## config.mk

```make
export PLATFORM = sky130hd
export DESIGN_NAME = uart_rx_engine
export DESIGN_NICKNAME = d
export VERILOG_FILES = /design/src/rtl/uart_pkg.sv /design/src/rtl/uart_rx_fifo.sv /design/src/rtl/uart_rx_engine.sv
export SDC_FILE = /design/constraint.sdc
export NUM_CORES = 1
export LEC_CHECK = 0
export CORE_MARGIN = 4
export CORE_UTILIZATION = 50
export CTS_BUF_LIST = sky130_fd_sc_hd__clkbuf_4 sky130_fd_sc_hd__clkbuf_8
export DETAILED_ROUTE_END_ITERATION = 10
export PLACE_DENSITY_LB_ADDON = 0.15
export RECOVER_POWER = 50
export SKIP_LAST_GASP = 1
export SLEW_MARGIN = 15
export SYNTH_ARGS = -nofsm -noshare
export SYNTH_HDL_FRONTEND = slang
export SYNTH_SLANG_ARGS = --single-unit
```

## constraint.sdc

```tcl
create_clock -name clk -period 2.68 [get_ports clk]
set_input_delay 0.536 -clock clk [delete_from_list [all_inputs] [get_ports clk]]
set_output_delay 0.536 -clock clk [all_outputs]
set_load 0.05 [all_outputs]
```

## src/rtl/uart_pkg.sv

```systemverilog
// Shared types and helpers for the oversampling UART receive path.
package uart_pkg;

    typedef enum logic [2:0] {
        S_IDLE,
        S_START,
        S_DATA,
        S_PARITY,
        S_STOP,
        S_WAIT_IDLE
    } rx_state_e;

    localparam int PAR_NONE      = 0;
    localparam int PAR_EVEN      = 1;
    localparam int PAR_ODD       = 2;
    localparam int MAX_DATA_BITS = 9;

    // Sized for the widest legal frame; narrower frames leave the upper data bits zero.
    typedef struct packed {
        logic [MAX_DATA_BITS-1:0] data;
        logic                     parity_err;
        logic                     frame_err;
        logic                     brk;
    } rx_entry_t;

    function automatic int uart_div(input longint clk_hz, input longint baud);
        return int'((clk_hz + baud * 8) / (baud * 16));
    endfunction

endpackage

```

## src/rtl/uart_rx_fifo.sv

```systemverilog
// Synchronous FIFO with a registered head; the head updates the cycle after a push into empty or a pop.
module uart_rx_fifo #(
    parameter int WIDTH = 8,
    parameter int DEPTH = 4
) (
    input  logic                     clk,
    input  logic                     reset,
    input  logic                     push_i,
    input  logic [WIDTH-1:0]         wdata_i,
    input  logic                     pop_i,
    output logic [WIDTH-1:0]         rdata_o,
    output logic                     full_o,
    output logic                     empty_o,
    output logic [$clog2(DEPTH):0]   level_o
);

    localparam int AW = $clog2(DEPTH);

    logic [WIDTH-1:0] mem_q [DEPTH];
    logic [AW-1:0]    rd_ptr_q, wr_ptr_q;
    logic [AW:0]      count_q, count_d;
    logic [WIDTH-1:0] head_q;
    logic             do_push, do_pop;

    assign empty_o = (count_q == '0);
    assign full_o  = (count_q == (AW+1)'(DEPTH));
    assign do_pop  = pop_i && !empty_o;
    assign do_push = push_i && (!full_o || do_pop);

    // NOTE: every variable driven here gets a default first, so no latch can be inferred.
    always_comb begin
        count_d = count_q;
        if (do_push && !do_pop)
            count_d = count_q + (AW+1)'(1);
        else if (!do_push && do_pop)
            count_d = count_q - (AW+1)'(1);
    end

    // NOTE: storage has no reset; the pointers and count alone define which entries are valid.
    always_ff @(posedge clk) begin
        if (do_push)
            mem_q[wr_ptr_q] <= wdata_i;
    end

    // NOTE: sequential state uses non-blocking assignments only.
    always_ff @(posedge clk) begin
        if (reset) begin
            rd_ptr_q <= '0;
            wr_ptr_q <= '0;
            count_q  <= '0;
            head_q   <= '0;
        end else begin
            if (do_push) wr_ptr_q <= wr_ptr_q + AW'(1);
            if (do_pop)  rd_ptr_q <= rd_ptr_q + AW'(1);
            count_q <= count_d;
            // The incoming word becomes the head when nothing older survives this cycle.
            if (do_push && (empty_o || (count_q == (AW+1)'(1) && do_pop)))
                head_q <= wdata_i;
            else if (do_pop)
                head_q <= mem_q[rd_ptr_q + AW'(1)];
        end
    end

    assign rdata_o = head_q;
    assign level_o = count_q;

endmodule

```

## src/rtl/uart_rx_engine.sv

```systemverilog
// Single-clock UART receiver: 16x tick divider, rx synchroniser, 3-sample majority voter, frame FSM and FIFO.
module uart_rx_engine
    import uart_pkg::*;
#(
    parameter int CLK_HZ     = 100_000_000,
    parameter int BAUD       = 115200,
    parameter int DATA_BITS  = 8,
    parameter int PARITY     = 0,
    parameter int STOP_BITS  = 1,
    parameter int FIFO_DEPTH = 4
) (
    input  logic                          clk,
    input  logic                          reset,
    input  logic                          rx,
    output logic [DATA_BITS-1:0]          rx_data,
    output logic                          rx_parity_err,
    output logic                          rx_frame_err,
    output logic                          rx_break,
    output logic                          rx_valid,
    input  logic                          rx_ready,
    output logic                          overrun,
    output logic [$clog2(FIFO_DEPTH):0]   fifo_level,
    output logic                          busy
);

    localparam int DIV   = uart_div(CLK_HZ, BAUD);
    localparam int DIV_W = $clog2(DIV);

    rx_state_e            state_q;
    logic [DIV_W-1:0]     div_q;
    logic [3:0]           tick_cnt_q, bit_cnt_q;
    logic                 stop_cnt_q;
    logic                 rx_meta_q, rx_sync_q, s7_q, s8_q;
    logic [DATA_BITS-1:0] shift_q;
    logic                 par_err_q, par_bit_q, frame_err_q, overrun_q;
    logic                 tick, vote, vote_stb, bit_end, last_stop, push, pop;
    logic                 fifo_full, fifo_empty;
    rx_entry_t            push_entry, head;

    always_ff @(posedge clk) begin
        if (reset) begin
            rx_meta_q <= 1'b1;
            rx_sync_q <= 1'b1;
        end else begin
            rx_meta_q <= rx;
            rx_sync_q <= rx_meta_q;
        end
    end

    // Held at zero in IDLE so the first tick lands a fixed distance after the start edge.
    always_ff @(posedge clk) begin
        if (reset || state_q == S_IDLE || tick) div_q <= '0;
        else                                     div_q <= div_q + DIV_W'(1);
    end

    assign tick      = (div_q == DIV_W'(DIV - 1));
    assign vote_stb  = tick && (tick_cnt_q == 4'd8);
    assign bit_end   = tick && (tick_cnt_q == 4'd15);
    assign vote      = (s7_q & s8_q) | (s7_q & rx_sync_q) | (s8_q & rx_sync_q);
    assign last_stop = (stop_cnt_q == 1'(STOP_BITS - 1));

    always_comb begin
        push_entry                      = '0;
        push_entry.data[DATA_BITS-1:0]  = shift_q;
        push_entry.parity_err           = par_err_q;
        push_entry.frame_err            = frame_err_q | ~vote;
        push_entry.brk                  = push_entry.frame_err && (shift_q == '0) &&
                                          (PARITY == PAR_NONE || !par_bit_q);
        push                            = (state_q == S_STOP) && vote_stb && last_stop;
    end

    always_ff @(posedge clk) begin
        if (reset) begin
            state_q     <= S_IDLE;
            tick_cnt_q  <= '0;
            bit_cnt_q   <= '0;
            stop_cnt_q  <= 1'b0;
            s7_q        <= 1'b1;
            s8_q        <= 1'b1;
            shift_q     <= '0;
            par_err_q   <= 1'b0;
            par_bit_q   <= 1'b0;
            frame_err_q <= 1'b0;
        end else begin
            if (tick) begin
                tick_cnt_q <= tick_cnt_q + 4'd1;
                if (tick_cnt_q == 4'd6) s7_q <= rx_sync_q;
                if (tick_cnt_q == 4'd7) s8_q <= rx_sync_q;
            end
            case (state_q)
                S_IDLE: begin
                    tick_cnt_q  <= '0;
                    bit_cnt_q   <= '0;
                    stop_cnt_q  <= 1'b0;
                    par_err_q   <= 1'b0;
                    par_bit_q   <= 1'b0;
                    frame_err_q <= 1'b0;
                    if (!rx_sync_q) state_q <= S_START;
                end
                S_START: begin
                    if (vote_stb && vote) state_q <= S_IDLE;
                    else if (bit_end)     state_q <= S_DATA;
                end
                S_DATA: begin
                    if (vote_stb) shift_q <= {vote, shift_q[DATA_BITS-1:1]};
                    if (bit_end) begin
                        bit_cnt_q <= bit_cnt_q + 4'd1;
                        if (bit_cnt_q == 4'(DATA_BITS - 1))
                            state_q <= (PARITY != PAR_NONE) ? S_PARITY : S_STOP;
                    end
                end
                S_PARITY: begin
                    if (vote_stb) begin
                        par_bit_q <= vote;
                        par_err_q <= (^shift_q) ^ vote ^ (PARITY == PAR_ODD);
                    end
                    if (bit_end) state_q <= S_STOP;
                end
                S_STOP: begin
                    if (push)          state_q <= push_entry.brk ? S_WAIT_IDLE : S_IDLE;
                    else if (vote_stb) frame_err_q <= frame_err_q | ~vote;
                    if (bit_end) stop_cnt_q <= 1'b1;
                end
                S_WAIT_IDLE: begin
                    if (rx_sync_q) state_q <= S_IDLE;
                end
                default: state_q <= S_IDLE;
            endcase
        end
    end

    assign pop = rx_ready && !fifo_empty;

    always_ff @(posedge clk) begin
        if (reset) overrun_q <= 1'b0;
        else       overrun_q <= push && fifo_full && !pop;
    end

    uart_rx_fifo #(
        .WIDTH ($bits(rx_entry_t)),
        .DEPTH (FIFO_DEPTH)
    ) u_fifo (
        .clk     (clk),
        .reset   (reset),
        .push_i  (push),
        .wdata_i (push_entry),
        .pop_i   (pop),
        .rdata_o (head),
        .full_o  (fifo_full),
        .empty_o (fifo_empty),
        .level_o (fifo_level)
    );

    assign rx_data       = head.data[DATA_BITS-1:0];
    assign rx_parity_err = head.parity_err;
    assign rx_frame_err  = head.frame_err;
    assign rx_break      = head.brk;
    assign rx_valid      = !fifo_empty;
    assign overrun       = overrun_q;
    assign busy          = (state_q != S_IDLE);

endmodule

```

Yosys cells after proc, flatten, opt, wreduce, memory -nomap -nowiden. Memory sizes are Yosys's and may differ from the RTL's. Index checks and enable logic that the tools add are counted.

Flip-flop bits (word level): 51. RAM bits: 44. Bits of input ports: 4. Output and inout bits: 17. Word-level logic and storage cells: 126. Memories kept: 1.

Add/subtract/negate cells: 7. Equal/unequal tests: 24. Muxes and demuxes: 25. Bitwise operators: 9. Reductions and logical operators: 43.

Memories: u_fifo.mem_q (depth 4, width 11, rd ports 1, clocked after memory_dff 0, wr ports 1, RTL line uart_rx_fifo.sv:19) `logic [WIDTH-1:0] mem_q [DEPTH];`.

Operators by type and width (count): 2-to-1 mux 3 bit (11); 2-to-1 mux 11 bit (2); inequality test 2 bit, second input constant (10); case mux 3 bit (6 select lines) (1); logical AND 1 bit (15); == test 4 x 3 -> 1 bit, second input constant (3); AND reduction 2 bit (6); nonzero test 2 bit (5); == test 3 bit, second input constant (3); adder 4 x 1 -> 4 bit, second input constant (2); == test 4 bit, second input constant (2); zero test 8 bit (1); case mux 4 bit (2 select lines) (1); XOR reduction 8 bit (1); AND reduction 7 bit (1); adder 6 x 1 -> 6 bit, second input constant (1); == test 3 x 1 -> 1 bit, second input constant (2); == test 3 x 2 -> 1 bit, second input constant (2); == test 6 bit, second input constant (1); zero test 3 bit (2); 2-to-1 mux 1 bit (6); case mux 1 bit (2 select lines) (3); zero test 1 bit (5); adder 2 x 1 -> 2 bit, second input constant (2); other kinds (12) (20).

Logic depth before layout (Yosys ltp). Gate-level depths: netlist of run 1.

Depth in word-level cells: 10. Mapped depth: 11. Mapped depth without buffers: 10.

Modules after synthesis. Synthesis of run 1 repeated with hierarchy kept, for this count alone.

Cells, all modules: 394. Area total of the unflattened synthesis: 4613.2 um^2.

Modules (own cells, without submodules): uart_rx_fifo (instances 1, cells each 191, area an instance 2892.8 um^2, seq. area each 1821.7 um^2); uart_rx_engine (instances 1, cells each 203, area an instance 1720.4 um^2, seq. area each 660.6 um^2).

Worst setup path after synthesis of run 1. No wires, ideal clock.

Path type: reg2reg. Start: register u_fifo.count_q[0] (netlist: u_fifo.level_o[0]). End: register u_fifo.count_q[2] (netlist: u_fifo.level_o[2]). Library setup time: 0.071 ns. Data arrival time: 2.804 ns. Data required time: 2.609 ns. Path slack: -0.194 ns. Cell stages (with the launch flop): 9. Clock period less this slack: 2.874 ns. Cells stage by stage: dfxtp_1 > inv_1 > ha_1 > nand2b_1 > nand2_1 > buf_2 > ha_1 > or3_1 > a21oi_1.

Word-level cells in the longest chain between the ends: 9.

RTL lines: from (decl) (RTL line uart_rx_fifo.sv:21) `logic [AW:0] count_q, count_d;`; from (signal assigned) (RTL line uart_rx_fifo.sv:55) `count_q <= count_d;`; zero test 3 bit * (RTL line uart_rx_fifo.sv:25) `assign empty_o = (count_q == '0);`; zero test 1 bit *; via rx_valid (RTL line uart_rx_engine.sv:19) `output logic rx_valid,`; logical AND 1 bit (RTL line uart_rx_engine.sv:132) `assign pop = rx_ready && !fifo_empty;`; logical AND 1 bit * (RTL line uart_rx_fifo.sv:27) `assign do_pop = pop_i && !empty_o;`; logical OR 1 bit (RTL line uart_rx_fifo.sv:28) `assign do_push = push_i && (!full_o || do_pop);`; logical AND 1 bit (RTL line uart_rx_fifo.sv:28); zero test 1 bit (RTL line uart_rx_fifo.sv:35) `else if (!do_push && do_pop)`; logical AND 1 bit (RTL line uart_rx_fifo.sv:35); nonzero test 2 bit (no source line).

The timed path passes the listed nets; every way through them passes the cells marked *. The select of a mux whose other input is x is not followed. A chain may end at the register's enable or synchronous reset.

Worst setup path in the final report of run 1.
Start: register u_fifo.count_q[1] (netlist: u_fifo.level_o[1]). End: output port rx_valid.

Word-level cells in the longest chain between the ends: 2.

RTL lines: zero test 3 bit (RTL line uart_rx_fifo.sv:25); zero test 1 bit (RTL line uart_rx_engine.sv:158) `assign rx_valid = !fifo_empty;`; to (decl) (RTL line uart_rx_engine.sv:19).

No other way between the ends.

==> results.cfg, run 1 <==
[yosys]
syn_area_um2 = 4280
synth_top_area_share_pct = 30.9
synth_xor_area_share_pct = 3.27
synth_top_family_by_area = simple AND/OR/NAND/NOR gates
syn_inst = 347
synthSimpleGateAreaFrac_pct = 12.6
synth_compound_area_share_pct = 7.54
synthTopCellsByArea = edfxtp_1, dfxtp_1, mux4_2, ha_1, mux2i_1
postSynthAreaPerCell_um2 = 12.3
synthesis.nets = 370
yosys_warnings = 0
synth_edf_count = 44
synth-adder-area-share_pct = 5.79
yosysTopAreaCell = edfxtp_1
async_flop_share_pct = 0
synth.distinct_cells = 51
synthMuxAreaShare_pct = 11.8
synth_ff_type = dfxtp_1
synth-seq-area-share_pct = 54.7
ys_seq_elements = 95

[floorplanning]
num_rows = 33
ios = 21
dieArea_um2 = 10100
start_util_pct = 51.8
die_h_um = 101
core_area_um2 = 8260
dieWidth_um = 101

[grt]
grt-ovfl-total = 0
antenna_found_initial = 0
grt_pass1_wl_mm = 12.2
grt_pass1_vias = 2541
track_usage_pct = 15.5
grt_max_degree = 35

[sta]
skew_ns = 0.0134
hold_ws_ns = 0.421
rsz0062_at_grt = no
finalCriticalPeriod_ns = 2.49
relSlewSlack_pct = 40.6
fin_crit_sh_pct = 92.8
final.setup.tns_ns = 0
drv_slew = 0
worst_pin_slew_ns = 0.891
setup_violations = 0
hold_violations = 0
max_freq_mhz = 402

[cells_and_area]
instances_no_fill = 478
post-route-util_pct = 57.8
final_layout_size_suffix_gt1_share_pct = 15.0
n_antenna_cell = 0
syn2layout_area_growth_pct = 11.5
fin_nets = 391

[clock_tree]
ctsRootBufferMaster = clkbuf_8
clk_latency_ns = 0.36
cts_buffer_depth = 2
tritoncts = yes
cts_sinks = 95
numCtsBuffers = 9
cts_max_level = 3
clk_pin_slew_worst_paths_ns = 0.09
cts_setup_buffers = 0
hold_buffers = 0

[detailed_routing]
ant_nets = 0
vias = 2564
first_pass_iters = 4
route.detailed.drc = 0
wl_per_cell_um = 15.1
vias_per_cell = 5.36
drt-initial-drc-count = 78
drt-total-wl_mm = 7.23

[pwr]
power.leakage_nw = 1.83
peakVddDrop_v = 0.000359
power.density_nw_per_um2 = 770

[placed_design]
hpwl_mm = 4.94
gp_congestion = 0.776
placedCellCount = 462
io_buffers = 20

[worst_setup_path]
worstPathMaxFanout = 4
critical_path_required_ns = 2.14
crit_type = reg -> out
endpoint_kind = output port
crit_arrival_ns = 1.95
cp-start-kind = register

[min_path]
hold_path_class = reg -> reg

[outcome]
status = finished clean

[run]
maxCapViolations = 0
-- Yosys cell counts, types with 2 or more instances --
cell and n:
buf_2 7, a31oi_1 2, ha_1 19, edfxtp_1 44
nand4_1 3, or3_1 2, nand4b_1 4, or2_2 2
inv_1 21, xnor2_1 8, xor2_1 8, nor2_1 44
nor3_1 2, o21ai_0 5, nor3b_1 3, clkbuf_1 5
mux4_2 11, nand2_1 17, dfxtp_1 51, mux2i_1 23
nand3_1 7, nand2b_1 2, nand3b_1 2, a211oi_2 11
buf_6 4, a21oi_1 12, and2_1 4
-- power by group --
part / switching [mW] / internal (mW)
Clock: 0.494 / 0.556
Combinational: 0.578 / 0.381
Sequential: 0.0849 / 1.58
-- layout make-up --
cell class / instances / area [µm²]
tap: 105 / 131
sequential: 95 / 2340
clock buffer: 10 / 138
timing repair buffer: 27 / 245
fill: 699 / 3480
inverter: 21 / 78.8
clock inverter: 6 / 90.1
multi-input combinational: 214 / 1750
-- cell usage in the layout, fill, tap and decap left out, types with 2 or more instances in the layout --
cell	netlist	final
xnor2_1	8	8
nor2_1	44	44
mux4_2	11	11
nand2_1	17	17
nand3_1	7	7
ha_1	19	19
clkdlybuf4s50_1	0	14
o21ai_0	5	5
a21oi_1	12	12
inv_6	0	2
a31oi_1	2	2
clkbuf_8	0	10
and2_1	4	4
nor3_1	2	3
nand4_1	3	3
or2_2	2	2
buf_4	0	5
dfxtp_1	51	50
nand4b_1	4	4
or3_1	2	2
nand3b_1	2	2
nor3b_1	3	3
mux2i_1	23	23
xor2_1	8	8
inv_1	21	21
dlygate4sd3_1	0	5
edfxtp_1	44	44
bufinv_16	0	2
a211oi_2	11	11
-- cell families (layout without fill, tap and decap cells) --
kind of cell / count (synthesis) / in the layout
multiplexers: 36 / 36
XOR/XNOR: 16 / 16
AO/OA/AOI/OAI: 39 / 39
adder cells (fa/ha/maj): 20 / 20
flip-flops: 95 / 95
AND/OR/NAND/NOR: 103 / 103
buffers and inverters: 38 / 64
-- sequential cells by signal, indices dropped and copies added, names as in the netlist, 2 cells and up --
name,count
bit_cnt_q,4
div_q,6
shift_q,8
state_q,3
tick_cnt_q,4
u_fifo.level_o,3
u_fifo.mem_q,44
u_fifo.rd_ptr_q,2
u_fifo.rdata_o,11
u_fifo.wr_ptr_q,2
-- routing by layer --
metal	vias up	track usage (%)	wire length [µm]
met5	-	0	0
met4	0	7.67	201
met3	15	2.70	191
met2	38	24.2	3370
met1	1238	21.1	3460
li1	1273	-	-
-- critical path, stage by stage (launching register included) --
cell	delay [ns]
dfxtp_1	0.38
inv_1	0.10
ha_1	0.23
nand2b_2	0.09
clkdlybuf4s50_1	0.80
-- worst paths after layout --
kind                     start           endpoint  slack [ns]  depth (start not counted)
max          u_fifo.level_o[1]           rx_valid        0.19                          4
min                  rx_meta_q          rx_sync_q        0.42                          1
max reg2reg           div_q[0]  u_fifo.level_o[2]        0.23                          8
min reg2reg          rx_meta_q          rx_sync_q        0.42                          1
-- stage by stage --
step / setup WS, ns / power, mW / cell area [µm²]
floorplan: 0.0504 / 2.45 / 4280
global placement: 0.306 / 2.67 / 4560
detailed placement: 0.236 / 2.69 / 4560
CTS: 0.161 / 3.72 / 4790
global route: 0.0764 / 3.85 / 4770
finish: 0.192 / 3.68 / 4770
-- repair_timing --
action / in CTS / in global routing
hold endpoints to repair: 0 / 0
endpoints found under the setup margin: 1 / 0
resized for setup: 1 / 0
(Power assumes the default switching activity.)
==> run 2: changes to the inputs <==
--- a/config.mk
+++ b/config.mk
@@ -9,6 +9,7 @@
 export CORE_UTILIZATION = 50
 export CTS_BUF_LIST = sky130_fd_sc_hd__clkbuf_4 sky130_fd_sc_hd__clkbuf_8
 export DETAILED_ROUTE_END_ITERATION = 10
+export HOLD_SLACK_MARGIN = 0.12
 export PLACE_DENSITY_LB_ADDON = 0.15
 export RECOVER_POWER = 50
 export SKIP_LAST_GASP = 1
==> results of run 2 <==
The final DEF is identical to that of run 1; final timing and power are the same.
==> run 3: changes to the inputs <==
==> constraint.sdc (replaced) <==
create_clock -name clk -period 2.9 [get_ports clk]
set_input_delay 0.58 -clock clk [delete_from_list [all_inputs] [get_ports clk]]
set_output_delay 0.58 -clock clk [all_outputs]
set_load 0.05 [all_outputs]
==> results.cfg, run 3 (synthesis gave the netlist of run 1 again) <==
[outcome]
status = finished clean

[placed_design]
io_buffers = 20
pre_cts_ws_ns = 0.247
gp_congestion = 0.794
hpwl_mm = 4.85

[worst_setup_path]
endpoint_kind = output port
slowest_delay_ns = 0.82
ff2ff_setup_slack_ns = 0.35
critical_path_required_ns = 2.32
worstPathCellList = inv_1 -> ha_1 -> nand2b_1 -> clkdlybuf4s50_1
cp_slowest_cell = clkdlybuf4s50_1
r2r_cells = 7
crit_type = reg -> out
reg2reg_from = div_q[0]
crit_arrival_ns = 2.06
timing.rr.end = u_fifo.level_o[2]
worstPathMaxFanout = 5
cp-start-kind = register

[floorplanning]
ios = 21
num_rows = 33
start_util_pct = 51.8
core_area_um2 = 8260
dieWidth_um = 101
die_h_um = 101
dieArea_um2 = 10100

[cells_and_area]
fill_cells = 683
mostFrequentLayoutCell = dfxtp_1
fin_nets = 386
multi_input_area_um2 = 1740
n_antenna_cell = 0
syn2layout_area_growth_pct = 9.80
final_layout_size_suffix_gt1_share_pct = 13.3
regMostFlops = u_fifo.mem_q
layout_common_cells = dfxtp_1, nor2_1, edfxtp_1, mux2i_1, inv_1
largest_reg_flops = 44
post-route-util_pct = 56.9
seqCellArea_um2 = 2340

[detailed_routing]
vias_per_cell = 5.35
drt-initial-drc-count = 81
first_pass_iters = 4
vias = 2530
wl_per_cell_um = 14.8
ant_nets = 0
drt-total-wl_mm = 7.02
route.detailed.drc = 0

[grt]
antenna_found_initial = 0
grt-ovfl-total = 0
grt_pass1_vias = 2442
grt_pass1_wl_mm = 12.0
grt_max_degree = 35
track_usage_pct = 15.1

[sta]
max_freq_mhz = 379
hold_violations = 0
worst_pin_slew_ns = 0.876
skew_ns = 0.0164
drv_slew = 0
finalCriticalPeriod_ns = 2.64
final.setup.tns_ns = 0
setup_violations = 0
fin_ws_ns = 0.262
fin_crit_sh_pct = 91.0
relSlewSlack_pct = 41.6
rsz0062_at_grt = no

[clock_tree]
clk_latency_ns = 0.37
numCtsBuffers = 9
cts_max_level = 3
cts_buffer_depth = 2
ctsRootBufferMaster = clkbuf_8
cts_setup_buffers = 0
cts_resized = 0
tritoncts = yes
cts_sinks = 95
clk_pin_slew_worst_paths_ns = 0.09
hold_buffers = 0

[pwr]
power.density_nw_per_um2 = 692
power.leakage_nw = 1.78
peakVddDrop_v = 0.000397

[run]
maxCapViolations = 0

[min_path]
hold_path_class = reg -> reg
worstHoldStart = rx_meta_q
worstHoldPathCells = 1
holdPathEnd = rx_sync_q
==> run 3: worst max path at each step <==
stage,from,endpoint,slack [ns]
final,u_fifo.level_o[0],rx_valid,0.26
after global routing,div_q[0],u_fifo.level_o[2],0.14
after CTS,state_q[2],busy,0.10
after detailed placement,rx_ready,u_fifo.mem_q[3][6],0.25
after global placement,rx_ready,u_fifo.level_o[2],0.32
after floorplan,u_fifo.level_o[0],u_fifo.level_o[2],0.03
==> run 3: cell type report <==
class,count,area share (%)
multi-input combinational,214,37.0
clock buffer,9,2.64
tap,105,2.80
sequential,95,49.9
timing repair buffer,22,4.58
clock inverter,7,1.46
inverter,21,1.68
==> run 3: per-stage QoR <==
stage	hold WS, ns	area (µm²)	cells	power (mW)
after floorplan	0.389	4280	347	2.26
after global placement	0.401	4520	457	2.46
after detailed placement	0.406	4520	457	2.48
after CTS	0.433	4720	473	3.30
after global routing	0.441	4700	473	3.42
final	0.425	4700	473	3.25
==> run 3: where the power goes <==
group | internal, mW | switching, mW | leakage (nW) | total (mW)
combinational | 0.357 | 0.533 | 0.846 | 0.890
sequential | 1.46 | 0.0823 | 0.839 | 1.54
clock | 0.329 | 0.490 | 0.0903 | 0.819
total | 2.15 | 1.11 | 1.78 | 3.25
==> run 3: worst max-delay path: cells and delay by family (launching register included) <==
kind / cells / cell delay, ns
adder cells (fa/ha/maj): 1 / 0.23
flip-flops: 1 / 0.43
AND/OR/NAND/NOR: 1 / 0.12
buffers and inverters: 2 / 0.91
==> run 3: metal layers <==
metal,track usage (%),wire [µm],vias up
met4,6.22,128,0
li1,-,-,1271
met1,20.4,3450,1205
met2,23.5,3200,43
met5,0,0,-
met3,3.39,230,11
